==> src/rtl/brq_pkg.sv <==
// Shared types and constants for the branch resolve queue.
// Holds the default widths, the PC increment and the per-branch entry record.
package brq_pkg;

  localparam int BRQ_PC_W  = 32;
  localparam int BRQ_IDX_W = 8;
  localparam int PC_STEP   = 4;

  typedef struct packed {
    logic [BRQ_PC_W-1:0] pc;
    logic                pred_taken;
    logic [BRQ_PC_W-1:0] pred_target;
  } entry_t;

endpackage

==> src/rtl/brq_fifo.sv <==
// Circular buffer of predicted branches with a synchronous clear.
// A clear empties the queue in one edge while any same-cycle pop is still honoured.
module brq_fifo
  import brq_pkg::*;
#(
  parameter int DEPTH = 4,
  parameter int PTR_W = $clog2(DEPTH),
  parameter int CNT_W = $clog2(DEPTH) + 1
) (
  input  logic             clk,
  input  logic             rst,
  input  logic             push,
  input  logic             pop,
  input  logic             clear,
  input  entry_t           wr_data,
  output entry_t           rd_data,
  output logic             full,
  output logic             empty,
  output logic [CNT_W-1:0] count
);

  entry_t           mem [DEPTH];
  logic [PTR_W-1:0] wr_ptr;
  logic [PTR_W-1:0] rd_ptr;
  logic [PTR_W-1:0] rd_ptr_nxt;

  assign full       = (count == CNT_W'(DEPTH));
  assign empty      = (count == '0);
  assign rd_data    = mem[rd_ptr];
  assign rd_ptr_nxt = rd_ptr + PTR_W'(pop);

  // NOTE: storage has no reset; an entry is only read after a push has
  // written it, so resetting the array would just cost flops and fan-out.
  always_ff @(posedge clk) begin
    if (push && !clear) begin
      mem[wr_ptr] <= wr_data;
    end
  end

  always_ff @(posedge clk or negedge rst) begin
    if (!rst) begin
      wr_ptr <= '0;
      rd_ptr <= '0;
      count  <= '0;
    end else if (clear) begin
      rd_ptr <= rd_ptr_nxt;
      wr_ptr <= rd_ptr_nxt;
      count  <= '0;
    end else begin
      rd_ptr <= rd_ptr_nxt;
      wr_ptr <= wr_ptr + PTR_W'(push);
      count  <= count + CNT_W'(push) - CNT_W'(pop);
    end
  end

endmodule

==> src/rtl/branch_resolve_queue.sv <==
// Tracks predicted branches in program order, resolves them against execute and
// drives predictor updates and mispredict flushes. Define BRQ_STATS_EN for counters.
module branch_resolve_queue
  import brq_pkg::*;
#(
  parameter int DEPTH = 4,
  parameter int PC_W  = BRQ_PC_W,
  parameter int IDX_W = BRQ_IDX_W
) (
  input  logic                     clk,
  input  logic                     rst,
  input  logic                     push_valid,
  output logic                     push_ready,
  input  logic [PC_W-1:0]          push_pc,
  input  logic                     push_pred_taken,
  input  logic [PC_W-1:0]          push_pred_target,
  input  logic                     res_valid,
  input  logic                     res_taken,
  input  logic [PC_W-1:0]          res_target,
  input  logic                     res_is_jump,
  input  logic                     ext_flush,
  output logic                     upd_valid,
  output logic [IDX_W-1:0]         upd_addr,
  output logic                     upd_taken,
  output logic                     flush_valid,
  output logic [PC_W-1:0]          redirect_pc,
  output logic [$clog2(DEPTH):0]   count,
`ifdef BRQ_STATS_EN
  output logic [31:0]              stat_resolved,
  output logic [31:0]              stat_mispred,
`endif
  output logic                     err_underflow
);

  entry_t    wr_entry;
  entry_t    head;
  logic      full;
  logic      empty;
  logic      pop;
  logic      mispred;
  logic      kill;
  logic      push_acc;
  logic [PC_W-1:0] head_pc;
  logic [PC_W-1:0] head_target;

  assign head_pc     = PC_W'(head.pc);
  assign head_target = PC_W'(head.pred_target);

  assign push_ready = !full;
  assign pop        = res_valid && !empty;

  // A taken branch is only correct if both the direction and the target match.
  assign mispred = (res_taken != head.pred_taken) ||
                   (res_taken && (res_target != head_target));

  // Anything younger than a mispredicted branch or a trap is wrong-path.
  assign kill     = ext_flush || (pop && mispred);
  assign push_acc = push_valid && push_ready && !kill;

  always_comb begin
    wr_entry             = '0;
    wr_entry.pc          = BRQ_PC_W'(push_pc);
    wr_entry.pred_taken  = push_pred_taken;
    wr_entry.pred_target = BRQ_PC_W'(push_pred_target);
  end

  brq_fifo #(
    .DEPTH (DEPTH)
  ) u_fifo (
    .clk     (clk),
    .rst     (rst),
    .push    (push_acc),
    .pop     (pop),
    .clear   (kill),
    .wr_data (wr_entry),
    .rd_data (head),
    .full    (full),
    .empty   (empty),
    .count   (count)
  );

  // NOTE: sequential state uses non-blocking assignments so every register
  // samples the pre-edge values of its inputs regardless of statement order.
  always_ff @(posedge clk or negedge rst) begin
    if (!rst) begin
      upd_valid     <= 1'b0;
      upd_addr      <= '0;
      upd_taken     <= 1'b0;
      flush_valid   <= 1'b0;
      redirect_pc   <= '0;
      err_underflow <= 1'b0;
    end else begin
      upd_valid   <= pop && !res_is_jump;
      flush_valid <= pop && mispred && !ext_flush;
      if (pop && !res_is_jump) begin
        upd_addr  <= head_pc[IDX_W-1:0];
        upd_taken <= res_taken;
      end
      if (pop && mispred && !ext_flush) begin
        redirect_pc <= res_taken ? res_target : head_pc + PC_W'(PC_STEP);
      end
      if (res_valid && empty) begin
        err_underflow <= 1'b1;
      end
    end
  end

`ifdef BRQ_STATS_EN
  always_ff @(posedge clk or negedge rst) begin
    if (!rst) begin
      stat_resolved <= '0;
      stat_mispred  <= '0;
    end else begin
      if (pop && (stat_resolved != '1)) begin
        stat_resolved <= stat_resolved + 32'd1;
      end
      if (pop && mispred && (stat_mispred != '1)) begin
        stat_mispred <= stat_mispred + 32'd1;
      end
    end
  end
`endif

endmodule

==> config.mk <==
export PLATFORM = sky130hd
export DESIGN_NAME = branch_resolve_queue
export DESIGN_NICKNAME = d
export VERILOG_FILES = /design/src/rtl/brq_pkg.sv /design/src/rtl/brq_fifo.sv /design/src/rtl/branch_resolve_queue.sv
export SDC_FILE = /design/constraint.sdc
export NUM_CORES = 1
export LEC_CHECK = 0
export CORE_AREA = 2 2 124 246
export DETAILED_ROUTE_END_ITERATION = 12
export DIE_AREA = 0 0 126 248
export HOLD_SLACK_MARGIN = 0.05
export PLACE_DENSITY = 0.66
export SLEW_MARGIN = 40
export SYNTH_ARGS = -nofsm -noshare
export SYNTH_HDL_FRONTEND = slang
export SYNTH_SLANG_ARGS = --single-unit
==> constraint.sdc <==
create_clock -name clk -period 6.15 [get_ports clk]
set_clock_uncertainty 0.2 [all_clocks]
set_input_delay 1.23 -clock clk [delete_from_list [all_inputs] [get_ports clk]]
set_output_delay 1.23 -clock clk [all_outputs]
set_load 0.005 [all_outputs]
======== Word level (Yosys, flattened, before mapping) ========
Memory sizes are Yosys's and may differ from the RTL's.
Cells that the tools add are included.
storage, ports and cells
  flip-flop bits (word level) ............. 51
  bits in writable memories ............... 260
  input port bits ......................... 104
  output and inout port bits .............. 48
  logic and storage cells ................. 40
  memories ................................ 1
memory list
  memory      depth  bits a word  rd ports  clocked after Yosys merged registers in  write ports  RTL line        RTL
  u_fifo.mem  4      65           1         0                                        1            brq_fifo.sv:22  entry_t mem [DEPTH];
operators by class
  $add $sub $neg .......................... 5
  equal/unequal tests ..................... 3
  multiplexer cells ....................... 5
  reductions and logical operators ........ 17
operators with widths
  cell                                            count
  adder 32 x 3 -> 32 bit (second input constant)  1
  2-to-1 mux 32 bit                               1
  != test 32 bit                                  1
  logical AND 1 bit                               9
  zero test 1 bit                                 5
  adder 2 x 1 -> 2 bit                            2
  adder 3 x 1 -> 3 bit                            1
  == test 3 bit (second input constant)           1
  zero test 3 bit                                 1
  2-to-1 mux 3 bit                                1
  subtractor 3 x 1 -> 3 bit                       1
  logical OR 1 bit                                2
  2-to-1 mux 1 bit                                2
  2-to-1 mux 2 bit                                1
  != test 1 bit                                   1

======== Logic depth before layout (Yosys ltp) ========
Gate-level depths: netlist of the first run.
An unclocked memory read counts as a cell.
  depth in word-level cells ............... 11
  mapped depth ............................ 16
  mapped depth without buffers ............ 13

======== Hierarchy ========
A second synthesis of the first run with hierarchy kept.
unflattened totals
  cells, all modules ...................... 654
  area total of the unflattened synthesis .. 12,677.2 um2
by module, submodules not included
  module                times used  cells an instance  area each (um2)
  brq_fifo              1           369                9,778.1
  branch_resolve_queue  1           285                2,899.0

======== Least setup slack after synthesis of the first run ========
OpenSTA, ideal clock, no wires.
  kind .................................... input to register
  start ................................... input port res_target[21]
  end ..................................... memory u_fifo.mem[1][0] in the netlist's numbering, enable pin
  library setup time ...................... 0.431 ns
  arrival ................................. 4.365 ns
  data required time ...................... 5.519 ns
  path slack .............................. 1.154 ns
  cell stages on the path ................. 7
  cells stage by stage .................... inv_1 > a222oi_1 > or4b_1 > a221oi_2 > nand4_2 > a21oi_4 > and4b_1
between the ends
  word-level cells in the longest chain between the ends .. 10
RTL lines
  item                                        RTL line                                    RTL
  from (decl)                                 branch_resolve_queue.sv:19                  input logic [PC_W-1:0] res_target,
  != test 32 bit (*)                          branch_resolve_queue.sv:54                  (res_taken && (res_target != head_target));
  logical AND 1 bit (*)                       branch_resolve_queue.sv:54
  logical OR 1 bit (*)                        branch_resolve_queue.sv:53                  assign mispred = (res_taken != head.pred_taken) ||
  logical AND 1 bit (*)                       branch_resolve_queue.sv:57                  assign kill = ext_flush || (pop && mispred);
  logical OR 1 bit (*)                        branch_resolve_queue.sv:57
  zero test 1 bit (*)                         brq_fifo.sv:35, branch_resolve_queue.sv:58
  logical AND 1 bit                           branch_resolve_queue.sv:58                  assign push_acc = push_valid && push_ready && !kill;
  logical AND 1 bit (*)                       brq_fifo.sv:35                              if (push && !clear) begin
  2-to-1 mux 1 bit (*)                        brq_fifo.sv:35
  2-to-1 mux 1 bit (not written as such) (*)  brq_fifo.sv:36                              mem[wr_ptr] <= wr_data;
  to (decl)                                   brq_fifo.sv:22
Mark *: on every way between the ends. The rest lies on a longest branch, timed or not.

======== Final worst setup path of the first run ========
  start ................................... register u_fifo.rd_ptr[0]
  end ..................................... register u_fifo.count[2]
between the ends
  word-level cells in the longest chain between the ends .. 11
  elaborated cells between the ends (all ways) .. 12
RTL lines
  item                       RTL line                    RTL
  from (decl)                brq_fifo.sv:24              logic [PTR_W-1:0] rd_ptr;
  from (signal assigned)     brq_fifo.sv:46              rd_ptr <= rd_ptr_nxt;
  from (signal assigned)     brq_fifo.sv:50              rd_ptr <= rd_ptr_nxt;
  memory (4 x 65 bit) (*)    --
  != test 32 bit             branch_resolve_queue.sv:54
  logical AND 1 bit          branch_resolve_queue.sv:54
  logical OR 1 bit (*)       branch_resolve_queue.sv:53
  logical AND 1 bit (*)      branch_resolve_queue.sv:57
  logical OR 1 bit (*)       branch_resolve_queue.sv:57
  zero test 1 bit            branch_resolve_queue.sv:58
  logical AND 1 bit          branch_resolve_queue.sv:58
  adder 3 x 1 -> 3 bit       brq_fifo.sv:52              count <= count + CNT_W'(push) - CNT_W'(pop);
  subtractor 3 x 1 -> 3 bit  brq_fifo.sv:52
  2-to-1 mux 3 bit (*)       brq_fifo.sv:45              end else if (clear) begin
  to (signal assigned)       brq_fifo.sv:52
  to (decl)                  brq_fifo.sv:19              output logic [CNT_W-1:0] count
Marked as above.
A chain may end at the register's enable or synchronous reset.

==> results of run 1 <==
-- state kept, by name, summed over array words and instances (netlist names) --
signal and count:
u_fifo.rd_ptr 2, upd_addr 8, upd_taken 1, u_fifo.count 3, u_fifo.mem 260, upd_valid 1, redirect_pc 32, flush_valid 1
err_underflow 1, u_fifo.wr_ptr 2
-- metrics by stage --
step	cells	instance area [um^2]
after detailed placement	1197	14900
after global routing	1248	15800
after floorplan	697	13000
final	1248	15800
after global placement	1197	14900
after CTS	1245	15800
-- cells by family (layout without fill, tap and decap cells) --
family	Yosys count	in the layout
xor gates and xnor gates	65	65
adders and majority gates	6	6
buffers and inverters	41	225
muxes	130	130
AOI/OAI and AO/OA	41	41
DFF	311	311
other	0	3
and+or+nand+nor	103	103
-- cell usage in the layout (no fill, tap or decap), types with 3 or more instances in the layout --
cell             instances
mux2_4                  24
mux4_2                  53
edfxtp_1               260
nand2_1                 33
buf_4                    6
xnor2_1                 38
o2111ai_1                3
o21ai_0                 21
clkbuf_16               27
clkinvlp_4               4
buf_12                   5
nand2b_1                 3
inv_1                   15
bufinv_16                3
and2_1                   4
nor2b_1                  3
nor2_1                  11
ha_1                     5
nand3_1                 12
clkdlybuf4s50_1        149
mux2i_1                 33
dfrtp_1                 49
nand4_1                 15
xor2_1                  27
diode_2                  3
clkinv_2                 4
mux2_2                  18
-- power breakdown --
group / internal (mW) / switching, mW / leakage (nW)
Clock: 0.948 / 0.746 / 0.421
Sequential: 2.64 / 0.248 / 2.97
Combinational: 1.14 / 0.935 / 2.10
Total: 4.72 / 1.93 / 5.49
-- metal layers --
| metal | vias up | global-route usage, % |
|---|---|---|
| li1 | 3066 | - |
| met1 | 3444 | 22.3 |
| met2 | 162 | 36.1 |
| met3 | 42 | 2.07 |
| met4 | 0 | 9.08 |
| met5 | - | 0 |
-- path summary, 6_finish.rpt --
kind / start / endpoint / depth (start not counted)
worst max-delay path: u_fifo.rd_ptr[0] / u_fifo.count[2] / 14
worst max register to register: u_fifo.rd_ptr[0] / u_fifo.count[2] / 14
worst min-delay path: err_underflow / err_underflow / 1
min in group asynchronous: rst / redirect_pc[11] / 2
max in group asynchronous: rst / u_fifo.rd_ptr[1] / 2
worst min register to register: err_underflow / err_underflow / 1
-- cell type report --
cell class / instances / area, um^2
fillers: 2395 / 13600
flip-flops and latches: 311 / 9090
multi-input cells: 345 / 3640
repair buffers: 162 / 1650
clock buffers: 30 / 697
well taps: 364 / 455
clock inverters: 18 / 188
inverters: 15 / 56.3
diodes: 3 / 7.51
==> flow_summary.yaml, run 1 <==
synth:
  synth_edf_count: 260
  synth_flop_cell: "edfxtp_1"
  synth.most_common_cell: "edfxtp_1"
  synth_commonest_cells: "260 x edfxtp_1, 53 x mux4_2, 51 x dfrtp_1"
  synth-simple-area-share_pct: 4.61
  synth_top_area_cell: "edfxtp_1"
  synth_seq_cells: 311
  synthAdderAreaFrac_pct: 0.636
  syn_area_per_cell_um2: 18.6
  synth_area_mm2: 0.0130
  async_reset_ff_share_pct: 16.4
  synth_area_leaders: "edfxtp_1 60%, dfrtp_1 9.8%, mux4_2 9.2%"
  synth_top_area_share_pct: 60.2
  synth_top_family_by_area: "multiplexers"
  syn_nets: 807
  synthXorXnorAreaFrac_pct: 4.39
  yosysUniqueCellTypes: 54
  ys_seq_area_share_pct: 70.0
  synthMuxAreaShare_pct: 16.3
  syn_inst: 697
  synth-compound-area-share_pct: 2.10
  synth_warnings: 0
sta:
  fmax_mhz: 218
  rsz0062_at_grt: "no"
  period_needed_ps: 4590
  slew_viol_final: 0
  fin_ws_ps: 1560
  hold_slack_ps: 261
  fin_tns_setup_ps: 0
  setup_viol: 0
  tightest_slew_ps: 740
  hold_viol_final: 0
  fin_crit_sh_pct: 74.6
  slew_headroom_pct: 50.3
floorplan:
  core-area_mm2: 0.0294
  fp.dieW_um: 126
  row_count: 89
  start_util_pct: 44.1
  ioPinCount: 152
  die_y_um: 248
  dieArea_mm2: 0.0312
global_routing:
  grt_overflow_total: 0
  grt_pass1_wl_um: 44800
  antenna_found_initial: 3
  grt_pass1_vias: 7213
  grt_max_degree: 66
  grt_use_total_pct: 19.5
worst_setup_path:
  path_delay_family: "flip-flops"
  rrSetupSlack_ps: 1560
  cp-start-kind: "register"
  path_cells: "buf_4, mux4_2, xnor2_1, o2111ai_1, nor4_2, nand4_2, a21oi_4, and2_1, ha_1, inv_1, fa_1, xnor2_1, xnor2_1, and2_1"
  cp_num_buf_inv: 2
  cpMostUsedCell: "xnor2_1"
  crit_slowest_cell: "dfrtp_4"
  path_class: "register to register"
  required_ps: 6390
  slowest_delay_ps: 870
  crit_arrival_ps: 4820
  crit_path_end_kind: "register"
  critPathMaxFanout: 33
cts:
  path_clk_slew_ps: 70
  clk_latency_ps: 540
  cts-root-buf: "clkbuf_16"
  cts_buffer_depth: 3
  holdBufCountCts: 0
  cts_setup_buffers: 0
  cts_tree: "built"
  postCtsResizedCells: 0
  cts-htree-levels: 1
  clock_sinks: 311
  numCtsBuffers: 26
final_layout:
  final_core_util_pct: 53.7
  drive_above_1_share_pct: 18.8
  syn_to_final_growth_pct: 21.6
  final_nets: 971
routing:
  totalWireLength_um: 30100
  drcViolationCount: 0
  routedLengthMet1_um: 10900
  wl_met3_um: 970
  avgRoutedWirePerCell_um: 24.1
  drtAntennaViolNets: 0
  drt_pre_antenna_iters: 4
  drt-initial-drc-count: 419
  vias: 6714
  wl_met2_um: 17100
  highest_layer: "met4"
  via_per_inst: 5.38
placement:
  pre_cts_ws_ps: 1200
  place_congestion: 0.800
  port_buffers: 151
  dp_hpwl_um: 20800
pwr:
  vdd_ir_drop_max_mv: 0.206
  power.total_mw: 6.65
  p_per_area_mw_per_mm2: 421
  leakage_nw: 5.49
min_path:
  min_path_type: "register to register"
status:
  status: "completed"
run:
  drv_cap: 0
(Power assumes the default switching activity.)
==> run 2: changes to the inputs <==
- PLACE_DENSITY: 0.66 -> 0.69
- clock period: 6.15 -> 4.05 ns (I/O delays scaled with it)
==> flow_summary.yaml, run 2 (synthesis results as in run 1) <==
final_layout:
  regMostFlops: "u_fifo.mem"
  final_nets: 1022
  final_cell_mix: "260 x edfxtp_1, 149 x clkdlybuf4s50_1, 53 x mux4_2, 49 x dfrtp_1, 48 x buf_4"
  final_core_util_pct: 55.3
  drive_above_1_share_pct: 23.3
  syn_to_final_growth_pct: 25.2
  largestRegisters: "u_fifo.mem (260), redirect_pc (32), upd_addr (8)"
  layout_commonest_cell: "edfxtp_1"
  largest_reg_flops: 260
routing:
  totalWireLength_um: 30900
  via_per_inst: 5.41
  drcViolationCount: 0
  drt_pre_antenna_iters: 4
  avgRoutedWirePerCell_um: 23.8
  drt-initial-drc-count: 401
  vias: 7013
  drtAntennaViolNets: 0
floorplan:
  ioPinCount: 152
  core-area_mm2: 0.0294
  start_util_pct: 44.1
  row_count: 89
  die_y_um: 248
  dieArea_mm2: 0.0312
  fp.dieW_um: 126
worst_setup_path:
  required_ps: 4280
  critPathMaxFanout: 26
  reg2regPathDepth: 15
  path_class: "register to register"
  crit_arrival_ps: 4110
  timing.rr.end: "u_fifo.count[2]"
  rrSetupSlack_ps: 170
  r2r-start: "u_fifo.rd_ptr[1]"
  cp-start-kind: "register"
  crit_path_end_kind: "register"
min_path:
  min_path_type: "input pin to asynchronous set/reset pin"
cts:
  holdBufCountCts: 0
  cts-htree-levels: 1
  path_clk_slew_ps: 70
  numCtsBuffers: 27
  cts-root-buf: "clkbuf_16"
  clk_latency_ps: 550
  cts_tree: "built"
  cts_buffer_depth: 3
  clock_sinks: 311
pwr:
  vdd_ir_drop_max_mv: 0.369
  p_per_area_mw_per_mm2: 640
  leakage_nw: 5.76
  power.total_mw: 10.4
global_routing:
  grt_pass1_vias: 7326
  grt_max_degree: 58
  grt_overflow_total: 0
  antenna_found_initial: 1
  grt_use_total_pct: 19.6
  grt_pass1_wl_um: 44900
run:
  drv_cap: 0
sta:
  hold_viol_final: 0
  slew_viol_final: 0
  slew_headroom_pct: 55.7
  hold_slack_ps: 62.7
  period_needed_ps: 3880
  fin_tns_setup_ps: 0
  fmax_mhz: 258
  setup_viol: 0
  fin_crit_sh_pct: 95.8
  tightest_slew_ps: 665
placement:
  dp_hpwl_um: 22400
  port_buffers: 151
  place_congestion: 0.837
status:
  status: "completed"
[run 2: changes by cell type in the layout (fill, tap and decap cells not counted), moves of 2 or more]
cell and delta:
mux2i_1 -2, clkbuf_1 +4, buf_4 +42, mux2i_2 +2, diode_2 -2, clkinv_1 -2
clkinv_2 +2, buf_6 +2, buf_12 +7, inv_6 -2, clkbuf_8 +2
[run 2: what timing repair did]
action,4_1_cts,5_1_grt
resized for setup,0,5
endpoints found under the setup margin,0,1
buffers inserted,0,10
[run 2: layer usage]
metal / GRT usage [%] / part of all wire [%] / vias to the layer above
li1: - / - / 3161
met1: 22.1 / 36 / 3570
met2: 37.2 / 56 / 225
met3: 2.50 / 4.3 / 57
met4: 7.63 / 3.7 / 0
met5: 0 / 0 / -
[run 2: worst max-delay path by stage]
stage | slack [ps] | from | end | cells after the start
floorplan | 150 | res_target[21] | u_fifo.mem[2][0] | 7
global placement | -250 | res_target[17] | u_fifo.count[2] | 14
detailed placement | -280 | res_target[17] | u_fifo.count[2] | 14
CTS | 60 | u_fifo.rd_ptr[1] | u_fifo.count[2] | 15
global route | -1 | u_fifo.rd_ptr[0] | u_fifo.count[2] | 15
finish | 170 | u_fifo.rd_ptr[1] | u_fifo.count[2] | 15
[run 2: per-stage QoR]
stage / area, um^2 / setup WS [ps] / cells
6_report: 16200 / 171 / 1297
3_3_place_gp: 15300 / -255 / 1237
5_1_grt: 16200 / -1.19 / 1297
4_1_cts: 16100 / 58.1 / 1286
3_5_place_dp: 15300 / -278 / 1237
2_1_floorplan: 13000 / 155 / 697
[run 2: final cells by class]
cell class / instances / area (um^2)
sequential: 311 / 9090
inverter: 15 / 56.3
antenna: 1 / 2.50
tap: 364 / 455
clock inverter: 13 / 129
timing repair buffer: 212 / 2120
clock buffer: 36 / 739
fill: 2310 / 13200
multi-input combinational: 345 / 3650
[run 2: report_power, final]
| group | leakage [nW] | internal (mW) | switching [mW] |
|---|---|---|---|
| clock network | 0.418 | 1.41 | 1.12 |
| logic | 2.37 | 1.95 | 1.66 |
| registers | 2.97 | 4.01 | 0.247 |
| total | 5.76 | 7.37 | 3.03 |
[run 2: critical path, stage by stage (launching register included)]
cell	delay (ps)
dfrtp_4	540
buf_12	250
buf_6	200
mux2i_2	340
a2bb2oi_1	220
nand4_1	150
a221oi_2	320
nand4_2	180
a21oi_4	180
and2_1	180
ha_1	150
inv_1	50
fa_1	380
xnor2_1	150
xnor2_1	120
and2_1	160
==> patch 1 (config.mk and constraints of run 1) <==
Set the package constant `BRQ_IDX_W` to 9 (it was 8).
--- a/src/rtl/brq_pkg.sv
+++ b/src/rtl/brq_pkg.sv
@@ -5,3 +5,3 @@
   localparam int BRQ_PC_W  = 32;
-  localparam int BRQ_IDX_W = 8;
+  localparam int BRQ_IDX_W = 9;
   localparam int PC_STEP   = 4;
Interface: changed (resized upd_addr); port bits go from 152 to 153. The function was not compared with the original's and may differ.
==> patch 1 against run 1 <==
- area after synthesis grew 2.6%
- critical path depth is the same
- die area is the same
- design area grew 2.1%
- wire length grew 8.0%
- combinational power grew 9.7%
- sequential cell count grew 1
- power grew 3.2%
- clock power grew 2%
- via count grew 9.4%
- fmax shrank 0.98%
- setup slack lost 45 ps
- global-route usage grew 1.4 points
- hold slack gained 5.7 ps
- largest cell class unchanged
==> patch 1: results <==
set metrics [dict create \
    outcome "finished clean" \
    cts_buffers 27 \
    drt_iter0_markers 454 \
    max_stage_delay_ps 670 \
    r2r_setup_slack_ps 1520 \
    insertion_delay_ps 560 \
    ys_seq_area_share_pct 68.4 \
    first_pass_iters 5 \
    routabilityCongestion 0.868 \
    leakage_nw 5.60 \
    yosys-top-cells-count "260 x edfxtp_1, 52 x dfrtp_1, 45 x mux4_2, 45 x nand2_1, 39 x mux2i_1" \
    grt_first_pass_wirelength_microns 48500 \
    grt_pass1_vias 7782 \
    top_regs "u_fifo.mem x260, redirect_pc x32, upd_addr x9" \
    fill_cells 2362 \
    nNetsFinal 1037 \
    antenna_found_initial 4 \
    powerClk_mw 1.73 \
    p_switching_mw 2.04 \
    track_usage_pct 20.9 \
    syn_area_per_cell_sq_um 17.3 \
    comb_cell_power_mw 2.27 \
    placed_area_sq_um 15200 \
    crit_fanout 27 \
    n_antenna_cell 0 \
    pre_cts_slack_ps 1030 \
    ys_async_sr_fraction_pct 16.7 \
    num_vias 7343 \
    p_clk_share_pct 25.2 \
]
patch 1: changes by cell type after synthesis, moves of 5 or more:
| cell | before | now |
|---|---|---|
| nor4_1 | 1 | 10 |
| mux4_2 | 53 | 45 |
| nor3_1 | 2 | 21 |
| o21ai_0 | 21 | 30 |
| mux2i_1 | 33 | 39 |
| mux4_1 | 0 | 5 |
| xor2_1 | 27 | 17 |
| a21oi_1 | 2 | 8 |
| nand2_1 | 33 | 45 |
patch 1: per-layer routing:
layer | global-route usage, % | up-vias | part of all wire, %
li1 | - | 3328 | -
met2 | 39.1 | 221 | 55
met1 | 24.2 | 3738 | 38
met3 | 2.67 | 52 | 3.9
met5 | 0 | - | 0.065
met4 | 8.02 | 4 | 3.6
patch 1: area by class of cell:
| class | count | share of cell area, % |
|---|---|---|
| Clock inverter | 19 | 1.22 |
| Multi-Input combinational cell | 407 | 24.3 |
| Inverter | 15 | 0.349 |
| Clock buffer | 31 | 4.28 |
| Sequential cell | 312 | 56.6 |
| Timing Repair Buffer | 164 | 10.4 |
| Tap cell | 364 | 2.83 |
patch 1: worst max path at each step:
stage	endpoint	slack (ps)	depth (start not counted)
after floorplan	u_fifo.mem[3][0]	-1790	7
after CTS	u_fifo.count[2]	1390	13
final	u_fifo.count[2]	1520	14
after global routing	u_fifo.count[2]	1130	14
after detailed placement	u_fifo.count[2]	1030	14
after global placement	u_fifo.count[2]	1120	14
patch 1: kinds of logic after synthesis:
logic type                 Yosys count  share of synthesized area (%)
xor gates and xnor gates            55                           3.62
and+or+nand+nor                    153                           5.98
DFF                                312                           68.4
AOI/OAI and AO/OA                   60                           3.06
buffers and inverters               50                           2.34
adders and majority gates            6                          0.620
muxes                              133                           16.0
==> patch 2 (config.mk and constraints of run 1) <==
Made on the original files. Register the output `redirect_pc` once more, without a reset; this adds one clock of latency there. The other outputs are not delayed to match.
--- a/src/rtl/branch_resolve_queue.sv
+++ b/src/rtl/branch_resolve_queue.sv
@@ -33,2 +33,4 @@
 );
+
+  logic [PC_W-1:0] redirect_pc_s0;
 
@@ -89,3 +91,3 @@
       flush_valid   <= 1'b0;
-      redirect_pc   <= '0;
+      redirect_pc_s0 <= '0;
       err_underflow <= 1'b0;
@@ -99,3 +101,3 @@
       if (pop && mispred && !ext_flush) begin
-        redirect_pc <= res_taken ? res_target : head_pc + PC_W'(PC_STEP);
+        redirect_pc_s0 <= res_taken ? res_target : head_pc + PC_W'(PC_STEP);
       end
@@ -123,2 +125,6 @@
 
+  always_ff @(posedge clk) begin
+    redirect_pc <= redirect_pc_s0;
+  end
+
 endmodule
Behaviour: not the same (a bounded check fails within 4 cycles, from zero or initial values and one cycle with rst low).
==> patch 2 against run 1 <==
- sequential cell count increased by 32
- critical path depth unchanged
- design area increased by 6.4%
- wire length about the same
- non-clock buffer count increased by 5
- area after synthesis increased by 7.4%
- fmax decreased by 1.7%
- hold slack got worse by 100 ps
- setup slack got worse by 80 ps
- power increased by 8.4%
- sequential power increased by 12%
- die area unchanged
- combinational power increased by 2%
- critical path type unchanged
- largest power group unchanged
==> patch 2: results <==
set metrics [dict create \
    leakage_nw 5.79 \
    syn_area_per_cell_sq_um 17.8 \
    outcome "finished clean" \
    synth.net_count 892 \
    post-route-util_pct 57.1 \
    grt_pass1_vias 7835 \
    routabilityCongestion 0.927 \
    insertion_delay_ps 560 \
    placed_area_sq_um 15800 \
    ys_async_sr_fraction_pct 14.9 \
    synth-compound-area-share_pct 2.66 \
    antenna_found_initial 1 \
    grt_first_pass_wirelength_microns 45100 \
    hold_start "redirect_pc_s0[17]" \
    synth_xor_xnor_area_share_pct 3.63 \
    worstHoldEndpoint "redirect_pc[17]" \
    wl_met1_microns 11200 \
    max_stage_delay_ps 840 \
    final_cell_count_no_fill 1337 \
    top_regs "u_fifo.mem x260, redirect_pc x32, redirect_pc_s0 x32" \
    grtUsageMet2_pct 35.4 \
    yosys-top-cells-count "260 x edfxtp_1, 51 x dfrtp_1, 48 x nand2_1, 39 x mux4_2, 32 x dfxtp_1" \
    synth_fa_ha_area_share_pct 0.592 \
    dp_hpwl_microns 21000 \
    dr_wl_met3_microns 1130 \
    drive_gt1_share_pct 14.9 \
    synthDistinctLibCells 60 \
    cts_buffers 28 \
    pre_cts_slack_ps 1300 \
    first_pass_iters 5 \
    ys_seq_area_share_pct 69.7 \
    worst_pin_slew_ps 779 \
    comb_cell_power_mw 2.12 \
    ir_worst_vdd_uv 315 \
    place_inst 1284 \
    p_total_mw 7.21 \
    met3_usage_pct 2.37 \
    synthTopCellsByArea "edfxtp_1 56%, dfrtp_1 9.2%, mux4_2 6.3%, dfxtp_1 4.6%, mux4_1 3.6%" \
    fill_cells 2343 \
    min_path_cells 0 \
    muxShareOfSynthArea_pct 15.2 \
    routed_wl_microns 30100 \
    p_sw_share_pct 29.2 \
    cp_top_family "simple AND/OR/NAND/NOR gates" \
    cp-startpoint "u_fifo.rd_ptr[0]" \
    grt_max_degree 59 \
    fin_ws_ps 1480 \
    met2WireLength_microns 16200 \
    num_vias 7450 \
    arrival_ps 4930 \
    post_cts_buffers 0 \
    crit_fanout 40 \
    seq_power_mw 3.24 \
    met1_usage_pct 22.0 \
    track_usage_pct 19.3 \
    nNetsFinal 1060 \
]
==> patch 2: cell count changes after synthesis, moves of 5 or more <==
cell      change
dfxtp_1      +32
nand2_1      +15
mux2i_1      -10
a211oi_1      +5
buf_4         +7
mux2_4       -24
xnor2_1       -9
nor3_1       +11
nor2_1        +8
mux2_1       +23
mux4_2       -14
mux4_1       +19
buf_2         -5
o21ai_0       +6
==> patch 2: final cells by class <==
| type | instances | area share (%) |
|---|---|---|
| Clock inverter | 15 | 0.864 |
| Tap cell | 364 | 2.71 |
| Clock buffer | 37 | 4.93 |
| Multi-Input combinational cell | 397 | 23.6 |
| Inverter | 13 | 0.291 |
| Sequential cell | 343 | 57.9 |
| Timing Repair Buffer | 167 | 9.66 |
| Antenna cell | 1 | 0.0149 |
